<file path="src/rtl/pc_display_pkg.sv">
// Shared constants and the nibble-to-segment decode for the PC display driver.
package pc_display_pkg;

   localparam int         NUM_DIGITS = 8;
   localparam logic [6:0] SEG_BLANK  = 7'h7F;

   typedef enum logic {
      DB_RELEASED = 1'b0,
      DB_PRESSED  = 1'b1
   } db_state_t;

   // Active-low {g,f,e,d,c,b,a} for a common-anode digit.
   function automatic logic [6:0] hex7(input logic [3:0] nibble);
      logic [6:0] seg;
      seg = SEG_BLANK;
      case (nibble)
         4'h0: seg = 7'h40;
         4'h1: seg = 7'h79;
         4'h2: seg = 7'h24;
         4'h3: seg = 7'h30;
         4'h4: seg = 7'h19;
         4'h5: seg = 7'h12;
         4'h6: seg = 7'h02;
         4'h7: seg = 7'h78;
         4'h8: seg = 7'h00;
         4'h9: seg = 7'h10;
         4'hA: seg = 7'h08;
         4'hB: seg = 7'h03;
         4'hC: seg = 7'h46;
         4'hD: seg = 7'h21;
         4'hE: seg = 7'h06;
         4'hF: seg = 7'h0E;
         default: seg = SEG_BLANK;
      endcase
      return seg;
   endfunction

endpackage

</file>
<file path="src/rtl/hold_debouncer.sv">
// Synchronizes and debounces the hold push-button; emits a one-cycle pulse
// one cycle after a new pressed level is accepted.
//
// state       | meaning
// DB_RELEASED | accepted level 0, counting consecutive high samples
// DB_PRESSED  | accepted level 1, counting consecutive low samples
module hold_debouncer
   import pc_display_pkg::*;
#(
   parameter int DEBOUNCE_CYCLES = 1000000
) (
   input  logic clk_sys,
   input  logic rst_b,
   input  logic hold_raw,
   output logic rise
);

   localparam int            CW     = $clog2(DEBOUNCE_CYCLES);
   localparam logic [CW-1:0] CNT_TC = CW'(DEBOUNCE_CYCLES - 1);

   logic [1:0]    sync_q;
   logic [CW-1:0] cnt;
   logic [CW-1:0] cnt_nxt;
   db_state_t     state;
   db_state_t     state_nxt;

   always_ff @(posedge clk_sys or negedge rst_b) begin
      if (!rst_b) begin
         sync_q <= '0;
         cnt    <= '0;
         state  <= DB_RELEASED;
         rise   <= 1'b0;
      end else begin
         sync_q <= {sync_q[0], hold_raw};
         cnt    <= cnt_nxt;
         state  <= state_nxt;
         rise   <= (state == DB_RELEASED) && (state_nxt == DB_PRESSED);
      end
   end

   // Any sample agreeing with the accepted level restarts the stability count.
   always_comb begin
      state_nxt = state;
      cnt_nxt   = '0;
      if (sync_q[1] != (state == DB_PRESSED)) begin
         if (cnt == CNT_TC) begin
            state_nxt = sync_q[1] ? DB_PRESSED : DB_RELEASED;
         end else begin
            cnt_nxt = cnt + 1'b1;
         end
      end
   end

endmodule

</file>
<file path="src/rtl/pc_display_driver.sv">
// Captures the pipeline PC and scans it as 8 hex digits onto a multiplexed
// common-anode seven-segment display; a push-button freezes the captured value.
module pc_display_driver
   import pc_display_pkg::*;
#(
   parameter int SCAN_DIV        = 100000,
   parameter int DEBOUNCE_CYCLES = 1000000
) (
   input  logic                  Clk,
   input  logic                  Rst,
   input  logic [31:0]           PC_in,
   input  logic                  Hold_in,
   output logic [31:0]           PC_shown,
   output logic [NUM_DIGITS-1:0] An_out,
   output logic [6:0]            Seg_out,
   output logic                  DP_out
);

   localparam int                    PW     = $clog2(SCAN_DIV);
   localparam int                    IW     = $clog2(NUM_DIGITS);
   localparam logic [PW-1:0]         PRE_TC = PW'(SCAN_DIV - 1);
   localparam logic [NUM_DIGITS-1:0] AN_ONE = NUM_DIGITS'(1);

   logic [PW-1:0] pre_cnt;
   logic [IW-1:0] idx;
   logic          frozen;
   logic          hold_rise;

   hold_debouncer #(
      .DEBOUNCE_CYCLES(DEBOUNCE_CYCLES)
   ) u_hold_debouncer (
      .clk_sys  (Clk),
      .rst_b    (Rst),
      .hold_raw (Hold_in),
      .rise     (hold_rise)
   );

   always_ff @(posedge Clk or negedge Rst) begin
      if (!Rst) begin
         PC_shown <= '0;
         frozen   <= 1'b0;
      end else begin
         if (!frozen) PC_shown <= PC_in;
         if (hold_rise) frozen <= ~frozen;
      end
   end

   always_ff @(posedge Clk or negedge Rst) begin
      if (!Rst) begin
         pre_cnt <= '0;
         idx     <= '0;
      end else if (pre_cnt == PRE_TC) begin
         pre_cnt <= '0;
         idx     <= idx + 1'b1;
      end else begin
         pre_cnt <= pre_cnt + 1'b1;
      end
   end

   // Registered drive keeps the pad outputs glitch-free; the decimal point
   // on digit 0 marks a frozen display.
   always_ff @(posedge Clk or negedge Rst) begin
      if (!Rst) begin
         An_out  <= '1;
         Seg_out <= SEG_BLANK;
         DP_out  <= 1'b1;
      end else begin
         An_out  <= ~(AN_ONE << idx);
         Seg_out <= hex7(PC_shown[{idx, 2'b00} +: 4]);
         DP_out  <= ~(frozen && (idx == '0));
      end
   end

endmodule

</file>
<file path="config.mk">
export PLATFORM = sky130hd
export DESIGN_NAME = pc_display_driver
export DESIGN_NICKNAME = d
export VERILOG_FILES = /design/src/rtl/pc_display_pkg.sv /design/src/rtl/hold_debouncer.sv /design/src/rtl/pc_display_driver.sv
export SDC_FILE = /design/constraint.sdc
export NUM_CORES = 1
export LEC_CHECK = 0
export ABC_AREA = 1
export CORE_ASPECT_RATIO = 2
export CORE_MARGIN = 8
export CORE_UTILIZATION = 53
export DETAILED_ROUTE_END_ITERATION = 8
export PLACE_DENSITY = 0.89
export REMOVE_ABC_BUFFERS = 1
export SLEW_MARGIN = 10
export SYNTH_ARGS = -nofsm -noshare
export SYNTH_HDL_FRONTEND = slang
export SYNTH_SLANG_ARGS = --single-unit
</file>
<file path="constraint.sdc">
create_clock -name Clk -period 2.2 [get_ports Clk]
set_clock_uncertainty 0.15 [all_clocks]
set_input_delay 0.44 -clock Clk [delete_from_list [all_inputs] [get_ports Clk]]
set_output_delay 0.44 -clock Clk [all_outputs]
set_load 0.01 [all_outputs]
</file>
# After elaboration in Yosys (flattened, before gate mapping)
# Memory sizes are Yosys's and may differ from the RTL's. A register that Yosys moved wholly into a read port is not among the register bits.
# Index checks and enable logic that the tools add are counted.
# op_classes
addsub,3
eq_ne,3
shifts,2
n_mux,6
bitwise_logic,4
reduce_logical,4
# ops
op,n
$mux 20,2
$shiftx 32x6->4,1
$add 20x1->20 const B,1
$eq 20x20->1 const B,1
$add 17x1->17 const B,1
$eq 17x17->1 const B,1
$mux 17,1
$not 8->8,1
$shl 1x3->8 const A,1
$add 3x1->3 const B,1
$logic_not 3->1,1
$mux 1,3
$not 1->1,3
$logic_and 1x1->1,2
$logic_not 1->1,1
$ne 1x1->1,1
# word_totals
regBits,86
mem_bits_ro,112
output_inout_bits,48
mem_count,1
# mem_list
name,depth,width,rd,rd_clocked_by_memory_dff,write_ports,line_no,rtl
(no name shown),16,7,1,1,0,pc_display_pkg.sv:16,case (nibble)

# Logic depth before layout (Yosys ltp)
# logic_depth
ltp_word,4
depth_mapped,12
ltp_nobuf,11

# By module
# A second synthesis with hierarchy kept.
# unflattened
hier_cells,571
hier_area_um2,4949.7
# modules_own_cells
module,n_inst,cells_per_inst,area_each_um2,seq_area_each_um2
pc_display_driver,1,404,3555.9,1746.7
hold_debouncer,1,167,1393.8,600.6

# Worst setup path after synthesis
# OpenSTA, ideal clock, no wires.
# synth_path
path_kind,register to register
startpoint,reg idx[0]
endpoint,reg Seg_out[2]
setup_ns,0.079
arrival_time_ns,1.478
t_required_ns,1.971
path_slack_ns,0.493
stages_incl_launch_ff,11
path_buffers,2
period_less_slack_ns,1.707
cell_sequence,dfrtp_1 -> buf_6 -> buf_8 -> nand2_1 -> nand3_1 -> nand3_1 -> nand2_2 -> ha_1 -> inv_1 -> nand3_1 -> o21ai_0
# synth_via
elab_chain_cells,1
# synth_lines
item,line_no,rtl
"start, declared",pc_display_driver.sv:25,logic [IW-1:0] idx;
"start signal, assigned",pc_display_driver.sv:54,idx <= idx + 1'b1;
$shiftx 32x6->4,pc_display_driver.sv:69,"Seg_out <= hex7(PC_shown[{idx, 2'b00} +: 4]);"
"end, declared",pc_display_driver.sv:15,"output logic [6:0] Seg_out,"
# Every way passes these cells.
# A chain may end at the register's enable or synchronous reset.

# Worst setup path after layout
# layout_path
startpoint,reg idx[0]
endpoint,reg Seg_out[6]
# Same word-level chain as after synthesis.

==> metrics.txt <==
Finished Layout Cells 746; initial antenna violation count 0; Core ar. 8830 sq um; Pins Over Slew Limit 0; CP Cell Sequence inv_2 > nand2_1 > nand3_1 > nand3_1 > nand2_2 > inv_1 > ha_1 > nand3_1 > nand2_1 > nand2_1 > nand2_1; root buffer cell clkbuf_16; Gate Count Post-Synth 551; GRT busiest layer met2; Seq/Total Area, Yosys 0.497; Finish-stage setup viols 0; DR WL/cell 14.8 um; maximum vdd drop 543 uV; Antenna Cells 0; Inserted Clock Buffers 9; drt pass-1 iters 6; count leader, synth nand2_1; P&R area growth vs syn 27.7%; H-tree levels 3; Layout Nets 687; TritonCTS clock tree done; Clk Latency, worst-skew pair 0.35 ns; first-pass GRT wire length 18.4 mm; Mean Syn Cell Area 8.58 sq um; final cycle utilization of the critical path 0.925; Detailed Route WL 11.0 mm; Most common cell on crit path nand2_1; Congestion Overflow GR 0; Starting Density 0.535; Mapped Area 4730 sq um; top post-synthesis cells by area dfrtp_1, dfstp_2, nand2_1; fraction of layout cells with a size suffix above 1 0.138; critical path arrival 2.16 ns; largest net degree at the start of global routing 38; final worst slack 0.165 ns; Die Wd 82.8 um; outcome complete, no violations; DRC violations left 0; row cnt 49; setup tns final 0 ns; Worst-Margin Slew 0.490 ns; Min-Delay Path Class reg2reg; warnings from Yosys 0; min Tclk post-route 2.03 ns; Die Y-Extent 150 um; Max-Slew Margin vs Limit 0.673; FMAX 491 MHz; drt via density 5.28; total track usage 0.188; via count 3939; postcts setup bufs 0; RSZ-0062 raised after global routing false; met1 Use GR 0.231; clk slew on worst S/H paths 0.06 ns; clk buf depth 2; critical path class reg2reg; CP Max Fanout 16; post-synthesis cell type count 32; DP Cell Count 729; synthesis-stage register bit count 93; max_cap viols 0; I/O Pins 83; Worst setup SP type flip-flop; top post-synthesis cells by count nand2_1, dfrtp_1, nor2_1; Post-synth EDFFs 0; routing usage on met2 0.301; static leakage 2.80 nW; Post-Route Utilization 0.684; vias in the first global route 4010; clock tree sinks 93; Routed Antenna Nets 0; CP endpoint kind flip-flop; setup slack at placement 0.201 ns; CP required 2.32 ns; top_reg_cell synth dfrtp_1; starting DRC count in detailed routing 281; Final Hold Fails 0; die area 12400 sq um; Pwr per Cell Area 667 nW/um^2; I/O Buffers 82; GPL Wtd Cong 0.917; Synth async-reset ratio 1.00; Synth area leader dfrtp_1; detailed-placement wirelength estimate 8.20 mm; Critical-path top delay cell dfrtp_1; max incr delay on CP 0.48 ns; area share of the largest cell type after synthesis 0.408; GR Layer Usage met3 0.0548
## kinds of logic after synthesis
family | count (synthesis) | synth area share
simple gates | 284 | 0.289
flops | 93 | 0.497
buf+inv | 90 | 0.0797
compound gates | 44 | 0.0469
xor+xnor | 20 | 0.0371
fa+ha+maj | 13 | 0.0344
mux | 7 | 0.0167
## power by group
part           internal (W)  switching, W
sequential          0.00177     0.0000263
combinational      0.000174      0.000166
clock               0.00123      0.000662
## routing by layer
layer  part of all wire  routed length (um)
met5                  0                   0
met2               0.49                5420
met3              0.084                 927
met4              0.018                 197
met1               0.41                4500
## layout by cell type (no fill, tap or decap), drive strengths merged, types with 13 or more instances in the layout
cell type,instances
dfrtp,77
nand3,51
nand2,113
ha,13
xor2,18
dfstp,16
clkdlybuf4s50,81
nor2,87
nor3,16
a21oi,34
inv,78
## final timing paths
kind	endpoint	cells past startpoint	from	slack, ns
max	Seg_out[6]	11	idx[0]	0.17
min	u_hold_debouncer.sync_q[1]	0	u_hold_debouncer.sync_q[0]	0.22
min reg2reg	u_hold_debouncer.sync_q[1]	0	u_hold_debouncer.sync_q[0]	0.22
min in group asynchronous	pre_cnt[14]	2	Rst	0.38
max reg2reg	Seg_out[6]	11	idx[0]	0.17
max in group asynchronous	Seg_out[4]	3	Rst	0.96
## final cells by class
class / instances / area [sq um]
fillers: 694 / 2790
flip-flops and latches: 93 / 2350
multi-input cells: 368 / 2000
repair buffers: 90 / 893
inverters: 77 / 292
clock buffers: 9 / 225
clock inverters: 7 / 146
well taps: 102 / 128
## critical path, delay by kind of cell (launching register included)
family	cells	cell delay (ns)
simple gates	8	0.75
flops	1	0.48
buf+inv	2	0.35
fa+ha+maj	1	0.23
## flip-flops by register name, summed over array words and instances (netlist names)
signal and cells:
pre_cnt 17, u_hold_debouncer.rise 1, u_hold_debouncer.state 1, An_out 8, idx 3, u_hold_debouncer.sync_q 2, Seg_out 7, PC_shown 32
frozen 1, DP_out 1, u_hold_debouncer.cnt 20
## what timing repair did
action                                 in CTS  in global routing
hold buffers                                1                  0
endpoints found under the hold margin      21                  0
gates resized for setup                     0                  0
## stage by stage
| stage | total power (W) | hold slack (ns) | instance area (sq um) |
|---|---|---|---|
| final | 0.00403 | 0.215 | 6030 |
| after global routing | 0.00415 | 0.224 | 6030 |
| after CTS | 0.00405 | 0.215 | 6030 |
| after detailed placement | 0.00216 | 0.192 | 5650 |
| after global placement | 0.00215 | 0.198 | 5650 |
| after floorplan | 0.00194 | -0.00559 | 4640 |
(Power assumes the default switching activity.)
